### src/rtl/mem_bus_scheduler_pkg.sv
// Shared types and defaults for the memory-bus scheduler and related arbiters.
//   state_t   : scheduler FSM states
//   core_id_t : core index at the default core count
//   id_w()    : index width for a given core count (minimum 1 bit)
package mc_bus_pkg;

  typedef enum logic [1:0] {
    IDLE = 2'd0,
    WAIT = 2'd1,
    RESP = 2'd2
  } state_t;

  localparam int unsigned N_CORES_DEF = 3;
  localparam int unsigned ADDR_W_DEF  = 16;
  localparam int unsigned DATA_W_DEF  = 32;
  localparam int unsigned TIMEOUT_DEF = 255;

  localparam int unsigned CORE_ID_W_DEF = $clog2(N_CORES_DEF);
  typedef logic [CORE_ID_W_DEF-1:0] core_id_t;

  function automatic int unsigned id_w(input int unsigned n);
    return (n > 1) ? $clog2(n) : 1;
  endfunction

endpackage

### src/rtl/mem_bus_scheduler_if.sv
// Bundle of core-side and memory-side signals around the bus scheduler.
//   slave  : scheduler view (takes core requests and memory responses, drives
//            acks, the memory request and owner/busy status)
//   master : environment view (cores + memory controller)
interface mem_bus_scheduler_if #(
  parameter int unsigned N_CORES = mc_bus_pkg::N_CORES_DEF,
  parameter int unsigned ADDR_W  = mc_bus_pkg::ADDR_W_DEF,
  parameter int unsigned DATA_W  = mc_bus_pkg::DATA_W_DEF
) ();
  import mc_bus_pkg::*;

  localparam int unsigned ID_W = id_w(N_CORES);

  logic [N_CORES-1:0]             core_req;
  logic [N_CORES-1:0]             core_we;
  logic [N_CORES-1:0][ADDR_W-1:0] core_addr;
  logic [N_CORES-1:0][DATA_W-1:0] core_wdata;
  logic [N_CORES-1:0]             core_ack;
  logic [N_CORES-1:0]             core_err;
  logic [DATA_W-1:0]              core_rdata;

  logic                           mem_req;
  logic                           mem_we;
  logic [ADDR_W-1:0]              mem_addr;
  logic [DATA_W-1:0]              mem_wdata;
  logic                           mem_ready;
  logic [DATA_W-1:0]              mem_rdata;

  logic [ID_W-1:0]                bus_owner;
  logic                           bus_busy;

  modport slave (
    input  core_req, core_we, core_addr, core_wdata, mem_ready, mem_rdata,
    output core_ack, core_err, core_rdata, mem_req, mem_we, mem_addr, mem_wdata,
           bus_owner, bus_busy
  );

  modport master (
    output core_req, core_we, core_addr, core_wdata, mem_ready, mem_rdata,
    input  core_ack, core_err, core_rdata, mem_req, mem_we, mem_addr, mem_wdata,
           bus_owner, bus_busy
  );

endinterface

### src/rtl/mem_bus_scheduler_rr_grant_sel.sv
// Combinational round-robin pick: first asserted request at index >= ptr,
// wrapping modulo N.
//   req   : request vector
//   ptr   : highest-priority index (must be < N)
//   valid : any request present
//   idx   : selected index (0 when !valid)
module rr_grant_sel #(
  parameter int unsigned N  = mc_bus_pkg::N_CORES_DEF,
  parameter int unsigned IW = mc_bus_pkg::id_w(N)
) (
  input  logic [N-1:0]  req,
  input  logic [IW-1:0] ptr,
  output logic          valid,
  output logic [IW-1:0] idx
);
  import mc_bus_pkg::*;

  // One extra bit so ptr+i can exceed N before the wrap subtraction.
  logic [IW:0] cand;

  always_comb begin
    valid = 1'b0;
    idx   = '0;
    cand  = '0;
    for (int unsigned i = 0; i < N; i++) begin
      cand = {1'b0, ptr} + (IW+1)'(i);
      if (cand >= (IW+1)'(N)) cand = cand - (IW+1)'(N);
      if (!valid && req[cand[IW-1:0]]) begin
        valid = 1'b1;
        idx   = cand[IW-1:0];
      end
    end
  end

endmodule

### src/rtl/mem_bus_scheduler.sv
// Shares one memory/L2 port among N_CORES cores. A round-robin pick latches
// one core request, drives it to memory with a req/ready handshake bounded by
// a timeout, then returns a one-cycle ack (with err on timeout) to the owner.
//   clk, rst : clock, synchronous active-high reset
//   bus      : mem_bus_scheduler_if.slave (core req/ack side, memory side,
//              bus_owner, bus_busy); all outputs are registered
module mem_bus_scheduler #(
  parameter int unsigned N_CORES = mc_bus_pkg::N_CORES_DEF,
  parameter int unsigned ADDR_W  = mc_bus_pkg::ADDR_W_DEF,
  parameter int unsigned DATA_W  = mc_bus_pkg::DATA_W_DEF,
  parameter int unsigned TIMEOUT = mc_bus_pkg::TIMEOUT_DEF
) (
  input logic              clk,
  input logic              rst,
  mem_bus_scheduler_if.slave bus
);
  import mc_bus_pkg::*;

  localparam int unsigned ID_W  = id_w(N_CORES);
  localparam int unsigned CNT_W = $clog2(TIMEOUT + 1);

  state_t              state_q, state_d;
  logic [ID_W-1:0]     ptr_q, ptr_d;
  logic [ID_W-1:0]     owner_q, owner_d;
  logic                mem_req_q, mem_req_d;
  logic                mem_we_q, mem_we_d;
  logic [ADDR_W-1:0]   mem_addr_q, mem_addr_d;
  logic [DATA_W-1:0]   mem_wdata_q, mem_wdata_d;
  logic [CNT_W-1:0]    cnt_q, cnt_d;
  logic [DATA_W-1:0]   rdata_q, rdata_d;
  logic [N_CORES-1:0]  ack_q, ack_d;
  logic [N_CORES-1:0]  err_q, err_d;
  logic                busy_q, busy_d;

  logic                gnt_valid;
  logic [ID_W-1:0]     gnt_idx;

  rr_grant_sel #(
    .N  (N_CORES),
    .IW (ID_W)
  ) u_grant_sel (
    .req   (bus.core_req),
    .ptr   (ptr_q),
    .valid (gnt_valid),
    .idx   (gnt_idx)
  );

  always_comb begin
    state_d     = state_q;
    ptr_d       = ptr_q;
    owner_d     = owner_q;
    mem_req_d   = mem_req_q;
    mem_we_d    = mem_we_q;
    mem_addr_d  = mem_addr_q;
    mem_wdata_d = mem_wdata_q;
    cnt_d       = cnt_q;
    rdata_d     = rdata_q;
    ack_d       = '0;
    err_d       = '0;

    unique case (state_q)
      IDLE: begin
        if (gnt_valid) begin
          owner_d     = gnt_idx;
          mem_we_d    = bus.core_we[gnt_idx];
          mem_addr_d  = bus.core_addr[gnt_idx];
          mem_wdata_d = bus.core_wdata[gnt_idx];
          mem_req_d   = 1'b1;
          cnt_d       = '0;
          state_d     = WAIT;
        end
      end
      WAIT: begin
        if (bus.mem_ready) begin
          mem_req_d      = 1'b0;
          rdata_d        = mem_we_q ? '0 : bus.mem_rdata;
          ack_d[owner_q] = 1'b1;
          cnt_d          = '0;
          state_d        = RESP;
        // This low-ready cycle brings the count to TIMEOUT, so give up now.
        end else if (cnt_q == CNT_W'(TIMEOUT - 1)) begin
          mem_req_d      = 1'b0;
          rdata_d        = '0;
          ack_d[owner_q] = 1'b1;
          err_d[owner_q] = 1'b1;
          cnt_d          = '0;
          state_d        = RESP;
        end else begin
          cnt_d = cnt_q + CNT_W'(1);
        end
      end
      RESP: begin
        rdata_d = '0;
        ptr_d   = (owner_q == ID_W'(N_CORES - 1)) ? '0 : owner_q + ID_W'(1);
        state_d = IDLE;
      end
      default: begin
        state_d = IDLE;
      end
    endcase

    busy_d = (state_d != IDLE);
  end

  always_ff @(posedge clk) begin
    if (rst) begin
      state_q     <= IDLE;
      ptr_q       <= '0;
      owner_q     <= '0;
      mem_req_q   <= 1'b0;
      mem_we_q    <= 1'b0;
      mem_addr_q  <= '0;
      mem_wdata_q <= '0;
      cnt_q       <= '0;
      rdata_q     <= '0;
      ack_q       <= '0;
      err_q       <= '0;
      busy_q      <= 1'b0;
    end else begin
      state_q     <= state_d;
      ptr_q       <= ptr_d;
      owner_q     <= owner_d;
      mem_req_q   <= mem_req_d;
      mem_we_q    <= mem_we_d;
      mem_addr_q  <= mem_addr_d;
      mem_wdata_q <= mem_wdata_d;
      cnt_q       <= cnt_d;
      rdata_q     <= rdata_d;
      ack_q       <= ack_d;
      err_q       <= err_d;
      busy_q      <= busy_d;
    end
  end

  assign bus.core_ack   = ack_q;
  assign bus.core_err   = err_q;
  assign bus.core_rdata = rdata_q;
  assign bus.mem_req    = mem_req_q;
  assign bus.mem_we     = mem_we_q;
  assign bus.mem_addr   = mem_addr_q;
  assign bus.mem_wdata  = mem_wdata_q;
  assign bus.bus_owner  = owner_q;
  assign bus.bus_busy   = busy_q;

endmodule

### src/flat_wrapper.sv
// flat-port wrapper written by rule: the top's interface ports become plain ports
module mem_bus_scheduler_flat import mc_bus_pkg::*;
#(
  parameter int unsigned N_CORES = mc_bus_pkg::N_CORES_DEF,
  parameter int unsigned ADDR_W  = mc_bus_pkg::ADDR_W_DEF,
  parameter int unsigned DATA_W  = mc_bus_pkg::DATA_W_DEF,
  parameter int unsigned TIMEOUT = mc_bus_pkg::TIMEOUT_DEF
)
  (clk, rst, bus_core_req, bus_core_we, bus_core_addr, bus_core_wdata, bus_mem_ready, bus_mem_rdata, bus_core_ack, bus_core_err, bus_core_rdata, bus_mem_req, bus_mem_we, bus_mem_addr, bus_mem_wdata, bus_bus_owner, bus_bus_busy);
  mem_bus_scheduler_if #(.N_CORES(N_CORES), .ADDR_W(ADDR_W), .DATA_W(DATA_W)) bus_i ();
  input logic clk;
  input logic rst;
  input wire logic [$bits(bus_i.core_req)-1:0] bus_core_req;
  input wire logic [$bits(bus_i.core_we)-1:0] bus_core_we;
  input wire logic [$bits(bus_i.core_addr)-1:0] bus_core_addr;
  input wire logic [$bits(bus_i.core_wdata)-1:0] bus_core_wdata;
  input wire logic [$bits(bus_i.mem_ready)-1:0] bus_mem_ready;
  input wire logic [$bits(bus_i.mem_rdata)-1:0] bus_mem_rdata;
  output wire logic [$bits(bus_i.core_ack)-1:0] bus_core_ack;
  output wire logic [$bits(bus_i.core_err)-1:0] bus_core_err;
  output wire logic [$bits(bus_i.core_rdata)-1:0] bus_core_rdata;
  output wire logic [$bits(bus_i.mem_req)-1:0] bus_mem_req;
  output wire logic [$bits(bus_i.mem_we)-1:0] bus_mem_we;
  output wire logic [$bits(bus_i.mem_addr)-1:0] bus_mem_addr;
  output wire logic [$bits(bus_i.mem_wdata)-1:0] bus_mem_wdata;
  output wire logic [$bits(bus_i.bus_owner)-1:0] bus_bus_owner;
  output wire logic [$bits(bus_i.bus_busy)-1:0] bus_bus_busy;
  assign bus_i.core_req = bus_core_req;
  assign bus_i.core_we = bus_core_we;
  assign bus_i.core_addr = bus_core_addr;
  assign bus_i.core_wdata = bus_core_wdata;
  assign bus_i.mem_ready = bus_mem_ready;
  assign bus_i.mem_rdata = bus_mem_rdata;
  assign bus_core_ack = bus_i.core_ack;
  assign bus_core_err = bus_i.core_err;
  assign bus_core_rdata = bus_i.core_rdata;
  assign bus_mem_req = bus_i.mem_req;
  assign bus_mem_we = bus_i.mem_we;
  assign bus_mem_addr = bus_i.mem_addr;
  assign bus_mem_wdata = bus_i.mem_wdata;
  assign bus_bus_owner = bus_i.bus_owner;
  assign bus_bus_busy = bus_i.bus_busy;
  mem_bus_scheduler #(.N_CORES(N_CORES), .ADDR_W(ADDR_W), .DATA_W(DATA_W), .TIMEOUT(TIMEOUT)) u_core (.clk(clk), .rst(rst), .bus(bus_i));
endmodule
### config.mk
export PLATFORM = sky130hd
export DESIGN_NAME = mem_bus_scheduler_flat
export DESIGN_NICKNAME = d
export VERILOG_FILES = /design/src/rtl/mem_bus_scheduler_pkg.sv /design/src/rtl/mem_bus_scheduler_if.sv /design/src/rtl/mem_bus_scheduler_rr_grant_sel.sv /design/src/rtl/mem_bus_scheduler.sv /design/src/flat_wrapper.sv
export SDC_FILE = /design/constraint.sdc
export NUM_CORES = 1
export LEC_CHECK = 0
export ABC_AREA = 1
export BUFFER_PORTS_ARGS = -buffer_cell sky130_fd_sc_hd__clkbuf_2
export CORE_ASPECT_RATIO = 0.9
export CORE_MARGIN = 5
export CORE_UTILIZATION = 40
export DETAILED_ROUTE_END_ITERATION = 8
export GPL_TIMING_DRIVEN = 0
export PLACE_DENSITY = 0.81
export SKIP_CTS_REPAIR_TIMING = 1
export SYNTH_ARGS = -nofsm -noshare
export SYNTH_HDL_FRONTEND = slang
export SYNTH_SLANG_ARGS = --single-unit
### constraint.sdc
create_clock -name clk -period 1.9 [get_ports clk]
set_clock_uncertainty 0.15 [all_clocks]
set_input_delay 0.38 -clock clk [delete_from_list [all_inputs] [get_ports clk]]
set_output_delay 0.38 -clock clk [all_outputs]
set_load 0.01 [all_outputs]
======== Yosys cells after proc, flatten, opt, wreduce, memory -nomap -nowiden ========
Index checks and enable logic that the tools add are counted.
word-level totals
  word-level logic and storage cells ...... 92
  output and inout bits ................... 91
  register bits ........................... 103
operators by class
  $add $sub $neg .......................... 7
  bitwise gates (word level) .............. 1
  order comparisons ....................... 9
  muxes and demuxes ....................... 42
  reductions and logical operators ........ 15
  equality and inequality tests ........... 6
operators by type and width
  cell                                                                                  count
  32-bit 2-to-1 mux                                                                     4
  32-bit binary-select mux with 2-bit select                                            1
  32-bit one-hot mux with 2 select lines                                                1
  16-bit binary-select mux with 2-bit select                                            1
  8-bit 2-to-1 mux                                                                      3
  2-bit 2-to-1 mux                                                                      10
  16-bit 2-to-1 mux                                                                     1
  8-bit one-hot mux with 2 select lines                                                 1
  2-bit by 3-bit < comparator with 1-bit output (second input constant)                 5
  1-bit 2-to-1 mux                                                                      11
  8-bit by 1-bit adder with 8-bit output (second input constant)                        1
  1-bit binary-select mux with 2-bit select                                             4
  8-bit equality test (second input constant)                                           1
  3-bit by 2-bit greater-or-equal comparator with 1-bit output (second input constant)  2
  3-bit 2-to-1 mux                                                                      2
  2-bit AND reduction                                                                   3
  2-bit nonzero test                                                                    3
  2-bit subtractor (second input constant)                                              3
  2-bit equality test (second input constant)                                           2
  2-bit one-hot mux with 2 select lines                                                 1
  2-bit by 1-bit adder with 3-bit output (second input constant)                        1
  2-bit by 2-bit adder with 3-bit output (second input constant)                        1
  1-bit logical AND                                                                     3
  3-bit by 2-bit inequality test with 1-bit output (second input constant)              1
  other kinds (13)                                                                      14

======== Longest topological paths before layout ========
Gate-level depths: netlist of run 1.
  depth in word-level cells ............... 14
  mapped depth ............................ 15
  gate-level depth less buffers ........... 14

======== Hierarchy ========
Synthesis of run 1 repeated with hierarchy kept, for this count alone.
second synthesis, totals
  cells, all modules ...................... 692
  area, all modules ....................... 4859.7 µm²
modules (own cells, without submodules)
  module             cells an instance  area an instance (µm²)  instances  sequential area each (µm²)
  mem_bus_scheduler  641                4619.4                  1          2062.0
  rr_grant_sel       51                 240.2                   1          0.0

======== Worst setup path after synthesis of run 1 ========
OpenSTA, ideal clock, no wires.
  path kind ............................... register to register
  start point ............................. register u_core.ptr_q[0]
  end point ............................... register u_core.cnt_q[4]
  period minus slack after synthesis ...... 2037 ps
  cell stages (with the launch flop) ...... 14
  data arrival time ....................... 1772 ps
  library setup time ...................... 115 ps
  setup slack ............................. -137 ps
  path through ............................ dfxtp_1 > inv_1 > ha_1 > inv_2 > nand2_1 > nand3_1 > nand2_1 > nand3_2 > nand2_4 > nand2_1 > buf_6 > nand3_1 > nor2_1 > o21a_1
between the ends
  word-level cells in the longest chain between the ends .. 13
RTL lines
  element                                                                          line                                  RTL
  start: declaration                                                               mem_bus_scheduler.sv:23               logic [ID_W-1:0] ptr_q, ptr_d;
  start signal: assignment                                                         mem_bus_scheduler.sv:121              ptr_q <= ptr_d;
  branches (longest 10 deep; another with 2-bit by 1-bit adder with 3-bit output)  n/a
  1-bit 2-to-1 mux *                                                               mem_bus_scheduler_rr_grant_sel.sv:28  if (!valid && req[cand[IW-1:0]]) begin
  2-bit by 1-bit inequality test with 1-bit output (no line) *                     n/a
  2-bit AND reduction (no line) *                                                  n/a
  end signal: assignment                                                           mem_bus_scheduler.sv:127              cnt_q <= cnt_d;
  end: declaration                                                                 mem_bus_scheduler.sv:29               logic [CNT_W-1:0] cnt_q, cnt_d;
Mark *: on every way between the ends. The select of a mux whose other input is x is not followed.
A chain may end at the register's enable or synchronous reset.

======== Worst setup path in the final report of run 1 ========
  start point ............................. register u_core.ptr_q[0]
  end point ............................... register u_core.mem_addr_q[1] (netlist: u_core.bus.mem_addr[1])
between the ends
  word-level cells in the longest chain between the ends .. 13
RTL lines
  element                                                                          line                      RTL
  branches (longest 13 deep; another with 2-bit by 1-bit adder with 3-bit output)  n/a
  end signal: assignment                                                           mem_bus_scheduler.sv:125  mem_addr_q <= mem_addr_d;
  end: declaration                                                                 mem_bus_scheduler.sv:27   logic [ADDR_W-1:0] mem_addr_q, mem_addr_d;
Several ways; the timed one is not identified. The select of a mux whose other input is x is not followed.

==> results of run 1 <==
power breakdown:
| part | switching (mW) | internal [mW] | total (mW) |
|---|---|---|---|
| clock | 0.864 | 1.17 | 2.03 |
| sequential | 0.163 | 2.44 | 2.60 |
| combinational | 1.58 | 1.14 | 2.72 |
stage by stage:
| step | utilization | hold WS, ps |
|---|---|---|
| 2_1_floorplan | - | 291 |
| 3_3_place_gp | 0.531 | 302 |
| 6_report | 0.604 | 123 |
| 5_1_grt | 0.604 | 111 |
| 4_1_cts | 0.555 | 113 |
| 3_5_place_dp | 0.531 | 306 |
final timing paths:
path                                           startpoint                         to  slack [ps]  cells past startpoint
worst max-delay path                      u_core.ptr_q[0]     u_core.bus.mem_addr[1]        -350                     13
worst max register to register            u_core.ptr_q[0]     u_core.bus.mem_addr[1]        -350                     13
worst min register to register  u_core.bus.core_rdata[30]  u_core.bus.core_rdata[30]         310                      2
worst min-delay path                    bus_mem_rdata[23]  u_core.bus.core_rdata[23]         120                      3
cell usage in the layout (no fill, tap or decap), types with 14 or more instances in the layout:
| master | instances |
|---|---|
| sky130_fd_sc_hd__a21oi_1 | 103 |
| sky130_fd_sc_hd__o21ai_1 | 14 |
| sky130_fd_sc_hd__nand3b_1 | 23 |
| sky130_fd_sc_hd__nand3_1 | 100 |
| sky130_fd_sc_hd__dfxtp_1 | 100 |
| sky130_fd_sc_hd__nand2_1 | 159 |
| sky130_fd_sc_hd__o21ai_0 | 15 |
| sky130_fd_sc_hd__nand3_2 | 15 |
| sky130_fd_sc_hd__inv_1 | 125 |
| sky130_fd_sc_hd__nor2_1 | 18 |
| sky130_fd_sc_hd__nand4_1 | 33 |
| sky130_fd_sc_hd__clkbuf_2 | 280 |
| sky130_fd_sc_hd__buf_4 | 18 |
registers in the layout, summed over array words and instances, names as in the netlist:
register	cells
u_core.bus.core_rdata	32
u_core.bus.mem_req	1
u_core.bus.core_ack	3
u_core.bus.mem_addr	16
u_core.ptr_q	2
u_core.cnt_q	8
u_core.bus.mem_wdata	32
u_core.state_q	2
u_core.bus.mem_we	1
u_core.bus.bus_owner	2
u_core.bus.core_err	3
u_core.bus.bus_busy	1
layout make-up:
type	instances	area, um^2
fill	1226	5310
multi-input combinational	537	2970
sequential	103	2070
timing repair buffer	294	1580
inverter	134	528
buffer	56	418
clock buffer	10	229
tap	168	210
clock inverter	6	91.3
critical path, cell delays in order, from the launching register on:
cell	delay (ps)
sky130_fd_sc_hd__dfxtp_4	370
sky130_fd_sc_hd__inv_4	40
sky130_fd_sc_hd__ha_4	320
sky130_fd_sc_hd__inv_4	60
sky130_fd_sc_hd__nand3_1	120
sky130_fd_sc_hd__nand2_2	100
sky130_fd_sc_hd__inv_1	120
sky130_fd_sc_hd__nand4_4	200
sky130_fd_sc_hd__nand2_4	170
sky130_fd_sc_hd__buf_8	120
sky130_fd_sc_hd__buf_12	120
sky130_fd_sc_hd__nand2_1	60
sky130_fd_sc_hd__nand3_1	70
sky130_fd_sc_hd__a21oi_1	70
logic make-up after synthesis:
family	count (synthesis)	synth area share
AND/OR/NAND/NOR	376	0.321
buffers and inverters	191	0.143
AO/OA/AOI/OAI	151	0.139
flip-flops	103	0.374
adder cells (fa/ha/maj)	9	0.0204
XOR/XNOR	1	0.00159
routing by layer:
metal	GRT usage	wire length (um)	vias up
li1	-	-	3312
met1	0.312	8630	3001
met2	0.385	10200	314
met3	0.0726	1690	39
met4	0.0829	577	0
met5	0	0	-
==> metrics.txt, run 1 <==
# TYPE chip_impl_metric gauge
chip_impl_metric{name="clock_sink_count",unit=""} 103
chip_impl_info{name="tritoncts",value="built"} 1
chip_impl_metric{name="drt_pre_antenna_iters",unit=""} 5
chip_impl_metric{name="synth.net_count",unit=""} 1025
chip_impl_metric{name="synthArstFlopShare",unit=""} 0
chip_impl_metric{name="route.final.wire_length",unit="mm"} 21.0
chip_impl_info{name="violations",value="negative setup slack"} 1
chip_impl_metric{name="grt_start_max_net_pins",unit=""} 18
chip_impl_metric{name="final_layout_size_suffix_gt1_frac",unit=""} 0.375
chip_impl_metric{name="post_placement_worst_setup_slack",unit="ps"} -445
chip_impl_metric{name="number_of_antenna_violations_at_the_first_check_in_global_routing",unit=""} 0
chip_impl_metric{name="setup_ws",unit="ps"} -349
chip_impl_metric{name="timing.critical_path.required",unit="ps"} 1960
chip_impl_info{name="synth_most_common_cell",value="sky130_fd_sc_hd__nand2_1"} 1
chip_impl_metric{name="maxSlewHeadroom",unit=""} 0.564
chip_impl_metric{name="total_leakage_power",unit="nW"} 4.23
chip_impl_metric{name="placement_cell_area",unit="mm^2"} 0.00712
chip_impl_metric{name="final_area",unit="mm^2"} 0.00810
chip_impl_info{name="ys_top_cells_by_area",value="sky130_fd_sc_hd__dfxtp_1, sky130_fd_sc_hd__nand2_1, sky130_fd_sc_hd__nand3_1"} 1
chip_impl_metric{name="iteration_0_drc_markers",unit=""} 413
chip_impl_metric{name="starting_density",unit=""} 0.411
chip_impl_metric{name="yosysSeqAreaShare",unit=""} 0.374
chip_impl_metric{name="setup_viol",unit=""} 76
chip_impl_info{name="endpoint_kind",value="flop"} 1
chip_impl_metric{name="path_max_fanout",unit=""} 9
chip_impl_metric{name="grt_pass1_vias",unit=""} 6318
chip_impl_metric{name="grt_first_pass_wirelength",unit="mm"} 31.5
chip_impl_metric{name="io_pins",unit=""} 276
chip_impl_metric{name="power_density",unit="mW/mm^2"} 907
chip_impl_info{name="unrepaired_setup_endpoints_after_global_routing",value="true"} 1
chip_impl_metric{name="place.gp.congestion",unit=""} 0.896
chip_impl_metric{name="synthDominantCellAreaShare",unit=""} 0.374
chip_impl_metric{name="route.vias.total",unit=""} 6666
chip_impl_metric{name="synthesis.area",unit="mm^2"} 0.00551
chip_impl_metric{name="layout.nets",unit=""} 1329
chip_impl_metric{name="crit_arrival",unit="ps"} 2310
chip_impl_metric{name="placement_rows",unit=""} 40
chip_impl_info{name="criticalPathCategory",value="flop to flop"} 1
chip_impl_metric{name="fp.dieW",unit="um"} 134
chip_impl_info{name="outcome",value="complete, but fails checks"} 1
chip_impl_metric{name="overall_die_area",unit="mm^2"} 0.0162
chip_impl_metric{name="report.power.total",unit="mW"} 7.35
chip_impl_metric{name="max_slew.worst_pin.slew",unit="ps"} 654
chip_impl_metric{name="cts.htree.levels",unit=""} 3
chip_impl_info{name="yosys.area.top_type",value="sky130_fd_sc_hd__dfxtp_1"} 1
chip_impl_info{name="worst_setup_path_start_kind",value="flop"} 1
chip_impl_metric{name="place.detailed.hpwl",unit="mm"} 15.6
chip_impl_metric{name="tritoncts_buffer_count",unit=""} 9
chip_impl_metric{name="ff_latch_count_synth",unit=""} 103
chip_impl_metric{name="globalRouteOverflowTotal",unit=""} 0
chip_impl_metric{name="post_drt_wl_per_cell",unit="um"} 16.1
chip_impl_metric{name="synthToLayoutAreaGrowth",unit="%"} 47.0
chip_impl_info{name="hold_path_class",value="input port to flop"} 1
chip_impl_metric{name="remaining_drc_errors",unit=""} 0
chip_impl_metric{name="antenna-diode-count",unit=""} 0
chip_impl_metric{name="path_clk_slew",unit="ps"} 70
chip_impl_metric{name="number_of_synthesized_flops_with_an_enable_pin",unit=""} 0
chip_impl_metric{name="hold_violations",unit=""} 0
chip_impl_metric{name="drtAntennaViolNets",unit=""} 0
chip_impl_metric{name="die_height",unit="um"} 121
chip_impl_info{name="synth-main-ff-cell",value="sky130_fd_sc_hd__dfxtp_1"} 1
chip_impl_metric{name="final_max_slew_viol_count",unit=""} 0
chip_impl_metric{name="post_synth_inst_count",unit=""} 831
chip_impl_metric{name="distinct_cell_type_count_of_the_synthesized_netlist",unit=""} 28
chip_impl_metric{name="post_drt_via_cell_ratio",unit=""} 5.10
chip_impl_metric{name="dp_cells",unit=""} 1274
chip_impl_metric{name="finalNonFillerCells",unit=""} 1308
chip_impl_metric{name="maximum_vdd_drop",unit="mV"} 0.505
chip_impl_metric{name="finalWorstPathRequiredPeriod",unit="ps"} 2250
chip_impl_metric{name="fmax",unit="GHz"} 0.445
chip_impl_metric{name="cts.path.max_buffers",unit=""} 2
chip_impl_metric{name="timing.setup.tns",unit="ps"} -15760
chip_impl_metric{name="yosysWarningCount",unit=""} 0
chip_impl_metric{name="synth_area_per_cell",unit="um^2"} 6.63
chip_impl_metric{name="timing.max_cap.violations",unit=""} 0
chip_impl_metric{name="gr-usage-all-layers",unit=""} 0.242
chip_impl_info{name="yosys-top-cells-count",value="sky130_fd_sc_hd__nand2_1, sky130_fd_sc_hd__inv_1, sky130_fd_sc_hd__nand3_1"} 1
chip_impl_metric{name="core",unit="mm^2"} 0.0134
chip_impl_info{name="clk_root_buffer_cell",value="sky130_fd_sc_hd__clkbuf_16"} 1
chip_impl_metric{name="io_buffer_count",unit=""} 275
chip_impl_metric{name="clkLatencyLatePin",unit="ps"} 350
chip_impl_metric{name="final.period_utilization",unit=""} 1.18
Power figures use the tool's default switching activity.
==> run 2, diff against run 1 <==
--- a/config.mk
+++ b/config.mk
@@ -7,7 +7,7 @@
 export LEC_CHECK = 0
 export ABC_AREA = 1
 export BUFFER_PORTS_ARGS = -buffer_cell sky130_fd_sc_hd__clkbuf_2
-export CORE_ASPECT_RATIO = 0.9
+export CORE_ASPECT_RATIO = 2
 export CORE_MARGIN = 5
 export CORE_UTILIZATION = 40
 export DETAILED_ROUTE_END_ITERATION = 8
==> run 2 against run 1 <==
  * The flow still finishes with violations (negative setup slack)
  * First-iteration DRC count shrank 6.3%
  * Worst setup slack gained 35 ps
  * Final area grew 2.7%
  * Global-route usage shrank 0.44 points
  * Sequential power is essentially flat
  * Critical path type unchanged
  * Largest power group unchanged
==> metrics.txt, run 2 (synthesized netlist as in run 1, its figures left out) <==
# TYPE chip_impl_metric gauge
chip_impl_info{name="outcome",value="complete, but fails checks"} 1
chip_impl_info{name="violations",value="negative setup slack"} 1
chip_impl_info{name="layout_commonest_cell",value="sky130_fd_sc_hd__clkbuf_2"} 1
chip_impl_metric{name="clock_power_share",unit=""} 0.274
chip_impl_metric{name="n_fill_cell",unit=""} 1207
chip_impl_metric{name="finalWorstPathRequiredPeriod",unit="ps"} 2210
chip_impl_info{name="hold_path_class",value="input port to flop"} 1
chip_impl_metric{name="timing.max_cap.violations",unit=""} 0
chip_impl_metric{name="synthToLayoutAreaGrowth",unit="%"} 51.1
chip_impl_metric{name="crit_path_cell_count",unit=""} 12
chip_impl_metric{name="layout.nets",unit=""} 1329
chip_impl_metric{name="final.period_utilization",unit=""} 1.17
chip_impl_metric{name="power_density",unit="mW/mm^2"} 907
chip_impl_metric{name="timing.critical_path.required",unit="ps"} 2010
chip_impl_metric{name="grt_pass1_vias",unit=""} 6393
chip_impl_info{name="clk_root_buffer_cell",value="sky130_fd_sc_hd__clkbuf_16"} 1
chip_impl_metric{name="remaining_drc_errors",unit=""} 0
chip_impl_metric{name="post_drt_via_cell_ratio",unit=""} 5.26
chip_impl_metric{name="fmax",unit="GHz"} 0.452
chip_impl_metric{name="worst-r2r-cell-count",unit=""} 12
chip_impl_metric{name="route.final.wire_length",unit="mm"} 21.8
chip_impl_metric{name="power.internal",unit="mW"} 4.83
chip_impl_metric{name="globalRouteOverflowTotal",unit=""} 0
chip_impl_metric{name="iteration_0_drc_markers",unit=""} 387
chip_impl_metric{name="antenna-diode-count",unit=""} 0
chip_impl_metric{name="place.gp.congestion",unit=""} 0.948
chip_impl_metric{name="fp.dieW",unit="um"} 93.0
chip_impl_metric{name="overall_die_area",unit="mm^2"} 0.0164
chip_impl_metric{name="holdPathStages",unit=""} 3
chip_impl_metric{name="share_of_power_burned_in_registers",unit=""} 0.345
chip_impl_metric{name="drtAntennaViolNets",unit=""} 0
chip_impl_metric{name="hold_violations",unit=""} 0
chip_impl_metric{name="crit_arrival",unit="ps"} 2320
chip_impl_metric{name="grt_start_max_net_pins",unit=""} 20
chip_impl_info{name="critical-path-top-delay-family",value="simple AND/OR/NAND/NOR gates"} 1
chip_impl_metric{name="place.detailed.hpwl",unit="mm"} 16.1
chip_impl_metric{name="finish.utilization",unit=""} 0.616
chip_impl_metric{name="path_clk_slew",unit="ps"} 80
chip_impl_metric{name="cts.path.max_buffers",unit=""} 2
chip_impl_metric{name="setup_viol",unit=""} 67
chip_impl_metric{name="maxSlewHeadroom",unit=""} 0.504
chip_impl_metric{name="io_pins",unit=""} 276
chip_impl_info{name="worst_setup_path_start_kind",value="flop"} 1
chip_impl_metric{name="max_slew.worst_pin.slew",unit="ps"} 744
chip_impl_metric{name="total_leakage_power",unit="nW"} 4.27
chip_impl_info{name="mostFrequentLayoutCells",value="sky130_fd_sc_hd__clkbuf_2, sky130_fd_sc_hd__nand2_1, sky130_fd_sc_hd__inv_1"} 1
chip_impl_metric{name="clock_sink_count",unit=""} 103
chip_impl_metric{name="die_height",unit="um"} 176
chip_impl_metric{name="core",unit="mm^2"} 0.0135
chip_impl_metric{name="clkLatencyLatePin",unit="ps"} 340
chip_impl_metric{name="setup_ws",unit="ps"} -314
chip_impl_metric{name="cts.htree.levels",unit=""} 3
chip_impl_metric{name="path_max_fanout",unit=""} 8
chip_impl_metric{name="comb_power_share",unit=""} 0.381
chip_impl_metric{name="switching_share",unit=""} 0.361
chip_impl_info{name="unrepaired_setup_endpoints_after_global_routing",value="true"} 1
chip_impl_info{name="cp_cell_sequence",value="inv_4 > ha_4 > inv_4 > nand2_2 > nand3_2 > nand2_4 > nand4_1 > nand2_4 > nor2_4 > buf_6 > nand3_1 > a21oi_1"} 1
chip_impl_metric{name="power.net_switching",unit="mW"} 2.72
chip_impl_info{name="tritoncts",value="built"} 1
chip_impl_metric{name="critPathBufInv",unit=""} 3
chip_impl_metric{name="gr-usage-all-layers",unit=""} 0.237
chip_impl_info{name="critPathSlowestCell",value="sky130_fd_sc_hd__dfxtp_4"} 1
chip_impl_metric{name="grt_first_pass_wirelength",unit="mm"} 31.1
chip_impl_metric{name="report.power.total",unit="mW"} 7.55
chip_impl_metric{name="post_drt_wl_per_cell",unit="um"} 16.8
chip_impl_metric{name="final_layout_size_suffix_gt1_frac",unit=""} 0.406
chip_impl_info{name="criticalPathCategory",value="flop to flop"} 1
chip_impl_metric{name="critical_path.max_stage_delay",unit="ps"} 370
chip_impl_metric{name="drt_pre_antenna_iters",unit=""} 5
chip_impl_info{name="endpoint_kind",value="flop"} 1
chip_impl_metric{name="io_buffer_count",unit=""} 275
chip_impl_metric{name="number_of_antenna_violations_at_the_first_check_in_global_routing",unit=""} 0
chip_impl_metric{name="placement_rows",unit=""} 60
chip_impl_metric{name="route.vias.total",unit=""} 6812
chip_impl_metric{name="maximum_vdd_drop",unit="mV"} 0.644
chip_impl_metric{name="starting_density",unit=""} 0.408
chip_impl_metric{name="final_max_slew_viol_count",unit=""} 0
chip_impl_metric{name="tritoncts_buffer_count",unit=""} 9
==> run 2: cell types whose count changed in the layout (fill, tap and decap cells not counted), moves of 4 or more <==
cell and delta:
sky130_fd_sc_hd__a21oi_1 -18, sky130_fd_sc_hd__a21oi_2 +18, sky130_fd_sc_hd__buf_2 -6, sky130_fd_sc_hd__clkbuf_16 +4, sky130_fd_sc_hd__clkbuf_2 +7, sky130_fd_sc_hd__nand3_1 -11, sky130_fd_sc_hd__nand3_2 +10, sky130_fd_sc_hd__o21ai_0 +7
sky130_fd_sc_hd__o21ai_1 -5
==> run 2: through the flow <==
| stage | cell area (um^2) | TNS [ps] | worst slack [ps] | cells | hold slack (ps) |
|---|---|---|---|---|---|
| after floorplan | 5540 | 0 | 8.48 | 831 | 291 |
| final | 8330 | -14550 | -314 | 1295 | 130 |
| after CTS | 7440 | -37190 | -554 | 1277 | 119 |
| after global routing | 8330 | -21850 | -391 | 1295 | 129 |
| after detailed placement | 7110 | -35140 | -528 | 1261 | 304 |
| after global placement | 7110 | -30750 | -425 | 1261 | 295 |
==> run 2: final timing paths <==
| path | startpoint | to | slack [ps] |
|---|---|---|---|
| max reg2reg | u_core.ptr_q[0] | u_core.bus.mem_wdata[22] | -310 |
| max | u_core.ptr_q[0] | u_core.bus.mem_wdata[22] | -310 |
| min reg2reg | u_core.bus.core_rdata[30] | u_core.bus.core_rdata[30] | 310 |
| min | bus_mem_rdata[20] | u_core.bus.core_rdata[20] | 130 |
==> run 2: final cells by class <==
cell class	instances	area (um^2)	share of cell area
Clock inverter	7	113	0.0135
Clock buffer	9	225	0.0271
Buffer	56	409	0.0491
Tap cell	155	194	0.0233
Timing Repair Buffer	294	1640	0.197
Inverter	134	526	0.0631
Sequential cell	103	2070	0.249
Multi-Input combinational cell	537	3150	0.378
==> run 2: layer usage <==
layer,GRT usage,vias to the layer above,part of all wire,routed length (um)
met4,0.131,0,0.050,1100
met1,0.250,3109,0.35,7670
met2,0.431,304,0.54,11700
met5,0,-,0,0
li1,-,3323,-,-
met3,0.0473,76,0.062,1360
==> run 2: power by group through the flow <==
stage                     sequential (mW)  clock (mW)  combinational (mW)
after floorplan                      2.74           0                1.23
after global placement               2.63           0                2.19
after detailed placement             2.64           0                2.22
after CTS                            2.59        2.10                2.23
after global routing                 2.62        2.19                3.12
final                                2.60        2.07                2.88
==> run 2: tightest hold or removal path, stage by stage <==
cell	delay [ps]
sky130_fd_sc_hd__clkbuf_2	80
sky130_fd_sc_hd__nand4_1	70
sky130_fd_sc_hd__a21oi_1	50
